### config.mk
export PLATFORM = sky130hd
export DESIGN_NAME = systolic_skew_feeder
export DESIGN_NICKNAME = d
export VERILOG_FILES = /design/src/rtl/systolic_skew_feeder.sv
export SDC_FILE = /design/constraint.sdc
export NUM_CORES = 1
export LEC_CHECK = 0
export BUFFER_PORTS_ARGS = -buffer_cell sky130_fd_sc_hd__buf_4
export CORE_MARGIN = 1.5
export CORE_UTILIZATION = 45
export CTS_BUF_LIST = sky130_fd_sc_hd__clkbuf_16
export DETAILED_ROUTE_END_ITERATION = 7
export GPL_TIMING_DRIVEN = 0
export PLACE_DENSITY = 0.75
export RECOVER_POWER = 25
export SYNTH_ARGS = -nofsm -noshare
export SYNTH_HDL_FRONTEND = slang
export SYNTH_SLANG_ARGS = --single-unit
### constraint.sdc
create_clock -name clk -period 1.8 [get_ports clk]
set_input_delay 0.09 -clock clk [delete_from_list [all_inputs] [get_ports clk]]
set_output_delay 0.09 -clock clk [all_outputs]
set_load 0.1 [all_outputs]
### src/rtl/systolic_skew_feeder.sv
// Skews A/B operand slices into a diagonal wavefront for an NxN systolic MAC grid.
// Optional FEEDER_STATS_EN adds bubble_cnt / seq_cnt statistics outputs.
module systolic_skew_feeder #(
    parameter int unsigned N    = 4,
    parameter int unsigned DW   = 32,
    parameter int unsigned PIPE = 1,
    parameter int unsigned CW   = 16
) (
    input  logic            clk,
    input  logic            rst,
    input  logic            s_valid,
    output logic            s_ready,
    input  logic            s_last,
    input  logic [N*DW-1:0] s_a,
    input  logic [N*DW-1:0] s_b,
    output logic [N*DW-1:0] a_out,
    output logic [N*DW-1:0] b_out,
    output logic            busy,
    output logic            done,
    output logic [CW-1:0]   k_count,
    output logic            k_ovf
`ifdef FEEDER_STATS_EN
    ,
    output logic [CW-1:0]   bubble_cnt,
    output logic [CW-1:0]   seq_cnt
`endif
);

    localparam int unsigned F  = (N - 1) + (2 * N - 2) * PIPE;
    localparam int unsigned FW = $clog2(F + 1);
    localparam logic [CW-1:0] K_MAX = '1;

    typedef enum logic [1:0] {IDLE, STREAM, FLUSH, DONE} state_t;

    state_t          state;
    logic [FW-1:0]   fcnt;
    logic            fire_c;
    logic            flush_end_c;
    logic [N*DW-1:0] inj_a_c;
    logic [N*DW-1:0] inj_b_c;

    assign fire_c      = s_valid & s_ready;
    assign flush_end_c = (state == FLUSH) && (fcnt == FW'(F - 1));
    // Zeros (FP32 +0) are injected whenever no beat is accepted.
    assign inj_a_c     = fire_c ? s_a : '0;
    assign inj_b_c     = fire_c ? s_b : '0;

    // Lane i: free-running chain of i+1 registers, giving 1+i cycles of latency.
    for (genvar i = 0; i < N; i++) begin : g_lane
        logic [DW-1:0] a_q [i+1];
        logic [DW-1:0] b_q [i+1];

        always_ff @(posedge clk or negedge rst) begin
            if (!rst) begin
                for (int j = 0; j <= i; j++) begin
                    a_q[j] <= '0;
                    b_q[j] <= '0;
                end
            end else begin
                a_q[0] <= inj_a_c[i*DW +: DW];
                b_q[0] <= inj_b_c[i*DW +: DW];
                for (int j = 1; j <= i; j++) begin
                    a_q[j] <= a_q[j-1];
                    b_q[j] <= b_q[j-1];
                end
            end
        end

        assign a_out[i*DW +: DW] = a_q[i];
        assign b_out[i*DW +: DW] = b_q[i];
    end

    // Sequence control; s_ready/busy/done are registered from the next state.
    always_ff @(posedge clk or negedge rst) begin
        if (!rst) begin
            state   <= IDLE;
            fcnt    <= '0;
            s_ready <= 1'b1;
            busy    <= 1'b0;
            done    <= 1'b0;
            k_count <= '0;
            k_ovf   <= 1'b0;
        end else begin
            done <= 1'b0;
            case (state)
                IDLE: begin
                    if (fire_c) begin
                        k_count <= CW'(1);
                        k_ovf   <= 1'b0;
                        busy    <= 1'b1;
                        if (s_last) begin
                            state   <= FLUSH;
                            fcnt    <= '0;
                            s_ready <= 1'b0;
                        end else begin
                            state <= STREAM;
                        end
                    end
                end
                STREAM: begin
                    if (fire_c) begin
                        if (k_count == K_MAX) k_ovf <= 1'b1;
                        else                  k_count <= k_count + CW'(1);
                        if (s_last) begin
                            state   <= FLUSH;
                            fcnt    <= '0;
                            s_ready <= 1'b0;
                        end
                    end
                end
                FLUSH: begin
                    if (flush_end_c) begin
                        state <= DONE;
                        busy  <= 1'b0;
                        done  <= 1'b1;
                    end else begin
                        fcnt <= fcnt + FW'(1);
                    end
                end
                DONE: begin
                    state   <= IDLE;
                    s_ready <= 1'b1;
                end
                default: begin
                    state   <= IDLE;
                    s_ready <= 1'b1;
                    busy    <= 1'b0;
                end
            endcase
        end
    end

`ifdef FEEDER_STATS_EN
    // Bubble cycles within a sequence and completed-sequence count.
    always_ff @(posedge clk or negedge rst) begin
        if (!rst) begin
            bubble_cnt <= '0;
            seq_cnt    <= '0;
        end else begin
            if (state == IDLE && fire_c) begin
                bubble_cnt <= '0;
            end else if (state == STREAM && !s_valid && bubble_cnt != K_MAX) begin
                bubble_cnt <= bubble_cnt + CW'(1);
            end
            if (flush_end_c) seq_cnt <= seq_cnt + CW'(1);
        end
    end
`endif

endmodule

== After elaboration in Yosys (flattened, before gate mapping) ==
Index checks and enable logic that the tools add are counted.

* Bitwise operators: 1
* Mux-type cells: 28
* Reductions and logical operators: 13
* Add/sub/neg operators: 2
* Equal/unequal tests: 14

{| class="wikitable"
|+ Operators with widths
! kind !! number
|-
| 128-bit 2-to-1 mux || 2
|-
| 16-bit 2-to-1 mux || 3
|-
| 16-bit case mux with 2 select lines || 1
|-
| 16-bit by 1-bit adder with 16-bit output, second input constant || 1
|-
| 16-bit equality test, second input constant || 1
|-
| 4-bit AND reduction || 4
|-
| 2-bit != test, second input constant || 7
|-
| 4-bit 2-to-1 mux || 3
|-
| 2-bit 2-to-1 mux || 5
|-
| 1-bit 2-to-1 mux || 9
|-
| 2-bit case mux with 4 select lines || 1
|-
| 4-bit case mux with 2 select lines || 1
|-
| 2-bit nonzero test || 4
|-
| 1-bit case mux with 2 select lines || 3
|-
| 3-bit AND reduction || 2
|-
| 4-bit by 1-bit adder with 4-bit output, second input constant || 1
|-
| 2-bit equality test, second input constant || 2
|-
| 4-bit equality test, second input constant || 1
|-
| 2-bit by 1-bit != test with 1-bit output, second input constant || 2
|-
| 2-bit by 1-bit equality test with 1-bit output, second input constant || 1
|-
| 2-bit logical NOT || 1
|-
| 2-bit OR reduction || 1
|-
| 1-bit AND || 1
|-
| 1-bit logical AND || 1
|}

* Logic and storage cells: 85
* Flip-flop bits (word level): 666
* Output and inout bits: 276
* Input port bits: 260

== Longest topological paths before layout ==
Gate-level depths: netlist (run 1).

* Word-level depth: 4
* Depth in mapped cells: 8
* Gate-level depth less buffers: 6

== Least setup slack after synthesis (run 1) ==
Ideal clock, no wire load.

* Kind: reg2reg
* From: reg k_count[1]
* To: reg k_count[7]
* Path slack: -769 ps
* Stages on the path, launching flop included: 7
* Data arrival time: 2445 ps
* Data required time: 1676 ps
* Path through: dfrtp_1 > ha_1 > nand3_2 > nor4_2 > buf_2 > nor4_1 > a211o_1

* Longest elaborated chain between the ends: 4
* Elaborated cells on any way between the ends: 7
* Classes of those cells: add/sub: 1; eq/ne: 2; mux: 3; reduce/logical: 1

{| class="wikitable"
|+ RTL lines
! element !! RTL line !! RTL
|-
| start, declared || 20 || <nowiki>output logic [CW-1:0] k_count,</nowiki>
|-
| start signal, assigned || 103 || <nowiki>else k_count <= k_count + CW'(1);</nowiki>
|-
| 16-bit by 1-bit adder with 16-bit output || 103 ||
|-
| 16-bit 2-to-1 mux || 102 || <nowiki>if (k_count == K_MAX) k_ovf <= 1'b1;</nowiki>
|-
| 16-bit 2-to-1 mux || 101 || <nowiki>if (fire_c) begin</nowiki>
|-
| 16-bit case mux with 2 select lines || 85 || <nowiki>case (state)</nowiki>
|}

Several ways; a longest one is shown, not always the timed one. The select of a mux whose other input is x is not followed.
A chain may end at the register's enable or synchronous reset.

== Worst setup path in the final report (run 1) ==
Ends and elaborated chain as after synthesis.

==> impl_metrics.yaml, run 1 <==
run_status:
  status: "complete, but fails checks"
  violations: "hold timing, capacitance limit"
critical_path:
  path_buf_inv: 1
  crit_fanout: 6
  worstSetupPathType: "reg -> reg"
  cp-end-kind: "flop"
  arrival_ns: 2.24
  cpPeakStageDelay_ns: 0.45
  cp.required_ns: 2.26
  cp-start-kind: "flop"
  crit_path_cell_trace: "ha_4 -> nand3_4 -> nor4_4 -> buf_6 -> nor4_1 -> a211o_1"
  cp_slowest_cell: "dfrtp_4"
  cp_top_family: "simple AND/OR/NAND/NOR gates"
place:
  pre_cts_ws_ns: -0.675
  dpl.hpwl_um: 34500
  io_buffer_count: 534
  placed_cells: 2452
  gp_congestion: 0.861
final_layout:
  final_nets: 2456
  final_cells: 2846
  drive_gt1_share_pct: 40.5
  syn2layout_area_growth_pct: 47.5
  multiInputGateArea_mm2: 0.00256
  n_fill_cell: 2804
  seqCellArea_mm2: 0.0167
sta:
  hold_violations: 168
  period_needed_ns: 1.78
  finalSetupViolCount: 0
  skew_ns: 0.0286
  worstMarginPinSlew_ns: 1.50
  setup_tns_ns: 0
  rsz0062_at_grt: "true"
  timing.hold.ws_ns: -0.559
  worst_slack_ns: 0.0194
  slew_violations: 0
  finalCritPeriodShare_pct: 98.9
  clock.fmax_mhz: 562
  relSlewSlack_pct: 0.244
routing:
  drc_errors: 0
  antenna_left: 0
  drt-initial-drc-count: 830
  num_vias: 13500
  firstDrtPassIters: 4
  via_per_inst: 4.73
  drt-total-wl_um: 59300
  wl_per_cell_um: 20.8
global_routing:
  grt_overflow_total: 0
  grt_pass1_wl_um: 88600
  grt_usage_pct: 25.2
  grt_max_degree: 132
  first_global_vias: 15000
  antenna_found_initial: 4
synthesis:
  synth_top_area_share_pct: 79.6
  netlist_top_cells_count: "dfrtp_1 (665), and3_1 (260), buf_4 (193)"
  netlist_area_mm2: 0.0209
  ys_async_sr_fraction_pct: 100
  synth.most_common_cell: "dfrtp_1"
  syn_avg_cell_area_um2: 15.9
  synthDistinctLibCells: 45
  yosys_register_bits: 666
  syn_nets: 1580
  synthCells: 1313
  yosysTopAreaCell: "dfrtp_1"
  synth_ff_type: "dfrtp_1"
  synth.yosys.seq_area_share_pct: 79.7
  synth_area_leaders: "dfrtp_1 (80%), and3_1 (7.8%), buf_4 (6.9%), clkbuf_1 (1.0%), mux2i_1 (0.43%)"
  synth_edf_count: 0
  yosys_warnings: 0
power_and_ir_drop:
  leakage_nw: 17.2
  powerDensity_mw_per_mm2: 1320
  p_total_mw: 40.6
  vdd_drop_max_uv: 931
clock_tree:
  cts_tree: "built"
  clk_latency_ns: 0.59
  numCtsBuffers: 67
  clock_path_buffers: 3
  cts_max_level: 3
  cts_sinks: 666
  cts.clk_slew.worst_paths_ns: 0.06
  hold_buffers: 258
  clockRootBuffer: "clkbuf_16"
run:
  cap_violations: 1
floorplan:
  die_area_mm2: 0.0478
  fp.dieW_um: 219
  pin_count: 536
  initial_core_util_pct: 45.9
  fp.coreArea_mm2: 0.0456
  fp.dieH_um: 219
  fp-row-count: 78
min_path:
  hold_path_class: "in -> async"
repair_timing:
| action | CTS | global route |
|---|---|---|
| endpoints found under the setup margin | 248 | 258 |
| pin swaps | 2 | 5 |
| endpoints found under the hold margin | 522 | 122 |
| resized for setup | 16 | 39 |
| setup buffers | 0 | 9 |
| gates cloned | 0 | 2 |
routing by layer:
metal | vias up | track usage, % | part of all wire (%)
li1 | 5917 | - | -
met1 | 6864 | 28.4 | 36
met2 | 533 | 44.0 | 52
met3 | 157 | 6.37 | 6.4
met4 | 2 | 13.2 | 4.9
met5 | - | 0 | 0.022
flip-flops by register name (all words and copies together) (netlist names):
name,flops
a_out,96
b_out,96
busy,1
done,1
fcnt,4
g_lane.a_q,224
g_lane.b_q,224
k_count,16
k_ovf,1
s_ready,1
state,2
cells by family (layout without fill, tap and decap cells):
kind of cell | count (synthesis) | after routing | synth area share (%)
AOI/OAI and AO/OA | 45 | 45 | 1.41
other | 0 | 3 | 0
buffers and inverters | 266 | 1196 | 8.39
muxes | 11 | 11 | 0.539
xor gates and xnor gates | 2 | 2 | 0.0838
DFF | 666 | 666 | 79.7
and+or+nand+nor | 316 | 316 | 9.42
adders and majority gates | 7 | 7 | 0.419
stage by stage:
| step | util [%] | instance area (um2) |
|---|---|---|
| 6_report | 67.7 | 30800 |
| 5_1_grt | 67.6 | 30800 |
| 4_1_cts | 67.4 | 30700 |
| 3_5_place_dp | 56.8 | 25900 |
| 3_3_place_gp | 56.5 | 25800 |
| 2_1_floorplan | - | 21000 |
worst paths after layout:
check,start,slack [ns],cells past startpoint,endpoint
min in group clk,s_valid,0.06,4,k_ovf$_DFFE_PN0P_
worst min register to register,g_lane[1].a_q[37]$_DFF_PN0_,0.33,0,a_out[37]$_DFF_PN0_
worst max-delay path,k_count[1]$_DFFE_PN0P_,0.02,6,k_count[7]$_DFFE_PN0P_
worst max register to register,k_count[1]$_DFFE_PN0P_,0.02,6,k_count[7]$_DFFE_PN0P_
worst min-delay path,rst,-0.56,1,b_out[124]$_DFF_PN0_
max in group asynchronous,rst,0.51,4,g_lane[1].b_q[34]$_DFF_PN0_
placed cells by master, fill, tap and decap left out, types with 6 or more instances in the layout:
cell           count
a21oi_1           10
a31oi_1            8
and3_1           260
buf_4            735
buf_6              6
bufinv_16          6
clkbuf_1          36
clkbuf_16         69
clkbuf_2          20
clkinv_1          13
clkinv_2          15
dfrtp_1          649
dfrtp_4           11
dlygate4sd3_1    258
inv_1             16
mux2i_1            9
nand2_1           11
nand3_1            7
nor2_1            11
cell type report:
type / instances / area share [%]
sequential: 666 / 54.2
timing repair buffer: 808 / 22.1
multi-input combinational: 381 / 8.31
buffer: 256 / 5.71
clock buffer: 69 / 5.60
tap: 600 / 2.43
clock inverter: 54 / 1.48
inverter: 9 / 0.110
antenna: 3 / 0.0243
report_power, final:
group	internal, mW	switching [mW]
Sequential	16.5	0.616
Clock	7.91	5.90
Combinational	2.80	6.91
Total	27.2	13.4
Power figures use the tool's default switching activity.
==> inputs of run 2 (changes only) <==
--- a/config.mk
+++ b/config.mk
@@ -11,6 +11,7 @@
 export CTS_BUF_LIST = sky130_fd_sc_hd__clkbuf_16
 export DETAILED_ROUTE_END_ITERATION = 7
 export GPL_TIMING_DRIVEN = 0
+export MAX_ROUTING_LAYER = met4
 export PLACE_DENSITY = 0.75
 export RECOVER_POWER = 25
 export SYNTH_ARGS = -nofsm -noshare
==> run 2 against run 1 <==
Compared with the run above: the flow still finishes with violations (hold timing, capacitance limit); flip-flop and latch count did not move; hold slack got worse by 0.0059 ns; clock skew barely moved; wire length rose by 0.21%; clock power barely moved; register-to-register slack barely moved; sequential power barely moved; via count rose by 0.52%; critical endpoint unchanged.
==> impl_metrics.yaml, run 2 (synthesized netlist as in run 1, its figures left out) <==
run_status:
  status: "complete, but fails checks"
  violations: "hold timing, capacitance limit"
min_path:
  hold_path_class: "in -> async"
power_and_ir_drop:
  power_frac_clock_pct: 34.0
  p_comb_share_pct: 23.9
  p_total_mw: 40.6
  powerDensity_mw_per_mm2: 1320
  p_sw_mw: 13.4
  leakage_nw: 17.3
  vdd_drop_max_uv: 930
  p_int_mw: 27.2
  p_sw_share_pct: 33.1
  p_seq_share_pct: 42.1
floorplan:
  die_area_mm2: 0.0478
  fp-row-count: 78
  fp.dieW_um: 219
  initial_core_util_pct: 45.9
  fp.coreArea_mm2: 0.0456
  pin_count: 536
  fp.dieH_um: 219
critical_path:
  crit_fanout: 6
  path_buf_inv: 1
  crit_path_cell_trace: "ha_4 -> nand3_4 -> nor4_4 -> buf_6 -> nor4_1 -> a211o_1"
  reg2reg_to: "k_count[7]$_DFFE_PN0P_"
  cp_top_family: "simple AND/OR/NAND/NOR gates"
  cp-start-kind: "flop"
  arrival_ns: 2.25
  timing.rr.start: "k_count[0]$_DFFE_PN0P_"
  cp_slowest_cell: "dfrtp_4"
  reg2reg_depth: 6
  cp.required_ns: 2.26
  cp-startpoint: "k_count[0]$_DFFE_PN0P_"
  cpPeakStageDelay_ns: 0.45
  cp-end-kind: "flop"
  r2r_slack_ns: 0.01
  worstSetupPathType: "reg -> reg"
clock_tree:
  cts_max_level: 3
  cts.clk_slew.worst_paths_ns: 0.06
  clk_latency_ns: 0.60
  cts_sinks: 666
  cts_tree: "built"
  clock_path_buffers: 3
  hold_buffers: 258
  numCtsBuffers: 67
  clockRootBuffer: "clkbuf_16"
global_routing:
  first_global_vias: 15000
  grt_usage_pct: 25.9
  grtUsageMet1_pct: 28.5
  use_met2_pct: 43.9
  antenna_found_initial: 4
  grt_overflow_total: 0
  busiest_layer: "met2"
  gr-usage-met3_pct: 6.00
  grt_max_degree: 132
  grt_pass1_wl_um: 88500
place:
  place_area_mm2: 0.0259
  dpl.hpwl_um: 34500
  placed_cells: 2452
  gp_congestion: 0.874
  io_buffer_count: 534
run:
  cap_violations: 1
sta:
  hold_violations: 169
  clock.fmax_mhz: 559
  relSlewSlack_pct: 0.403
  worstMarginPinSlew_ns: 1.49
  skew_ns: 0.0286
  slew_violations: 0
  period_needed_ns: 1.79
  finalSetupViolCount: 0
  finalCritPeriodShare_pct: 99.4
  timing.hold.ws_ns: -0.565
final_layout:
  final_cell_mix: "buf_4 (739), dfrtp_1 (649), and3_1 (260)"
  syn2layout_area_growth_pct: 47.7
  reg_top3: "g_lane.a_q x224, g_lane.b_q x224"
  drive_gt1_share_pct: 40.6
  finalInstanceArea_mm2: 0.0309
  final_cells: 2851
  final_common_cell: "buf_4"
  final_nets: 2460
routing:
  drt-total-wl_um: 59400
  wl_per_cell_um: 20.8
  antenna_left: 0
  drt-initial-drc-count: 978
  drc_errors: 0
  via_per_inst: 4.75
  firstDrtPassIters: 5
  num_vias: 13500
## run 2: cell types whose count changed in the layout (fill, tap and decap cells not counted)
cell	previous run	this run
o21ai_1	2	1
clkbuf_4	3	2
buf_4	735	739
and2_2	1	0
and2_4	0	1
diode_2	3	4
buf_2	0	1
o21ai_0	4	5
## run 2: final cells by class
class	count	area [um2]
Tap cell	600	751
Clock buffer	69	1730
Fill cell	2802	14700
Timing Repair Buffer	812	6840
Antenna cell	4	10.0
Sequential cell	666	16700
Inverter	9	33.8
Buffer	256	1760
Multi-Input combinational cell	381	2560
Clock inverter	54	455
## run 2: worst max-delay path by stage
stage,cells after the start,slack [ns],to
3_5_place_dp,4,-0.68,g_lane[1].a_q[44]$_DFF_PN0_
2_1_floorplan,5,-0.17,k_count[13]$_DFFE_PN0P_
6_report,6,0.01,k_count[7]$_DFFE_PN0P_
4_1_cts,5,0.004,k_count[13]$_DFFE_PN0P_
5_1_grt,6,-0.05,k_count[2]$_DFFE_PN0P_
3_3_place_gp,1,-7.21,k_count[0]$_DFFE_PN0P_
## run 2: per-layer routing
| metal | part of all wire, % | routed length, um | up-vias |
|---|---|---|---|
| met5 | 0 | 0 | - |
| met4 | 4.7 | 2820 | 0 |
| met3 | 6.2 | 3700 | 167 |
| met2 | 53 | 31200 | 537 |
| met1 | 36 | 21600 | 6912 |
| li1 | - | - | 5927 |
## run 2: worst register-to-register path, cell delays in order, from the launching register on
cell and delay [ns]:
dfrtp_4 0.45, ha_4 0.15, nand3_4 0.12, nor4_4 0.44
buf_6 0.19, nor4_1 0.05, a211o_1 0.26
## run 2: through the flow
step / setup TNS, ns / hold slack (ns) / setup slack [ns] / utilization (%)
after CTS: 0 / -0.585 / 0.00443 / 67.4
after floorplan: -0.862 / -0.206 / -0.167 / -
after detailed placement: -176.38 / 0.0512 / -0.675 / 56.8
final: 0 / -0.565 / 0.0111 / 67.7
after global routing: -0.268 / -0.537 / -0.0520 / 67.7
after global placement: -4124.64 / 0.331 / -7.21 / 56.5
## run 2: timing repair
action / 4_1_cts / 5_1_grt
buffers inserted: 0 / 13
endpoints found under the hold margin: 522 / 122
gates cloned: 0 / 2
endpoints found under the setup margin: 248 / 181
gates resized for setup: 16 / 39
pin swaps: 2 / 4
## run 2: power by group through the flow
stage	Combinational [mW]	Clock [mW]	Sequential, mW
2_1_floorplan	5.11	0	18.5
3_3_place_gp	8.78	0	17.2
3_5_place_dp	8.95	0	17.3
4_1_cts	9.52	13.9	17.0
5_1_grt	10.2	14.7	17.2
6_report	9.73	13.8	17.1
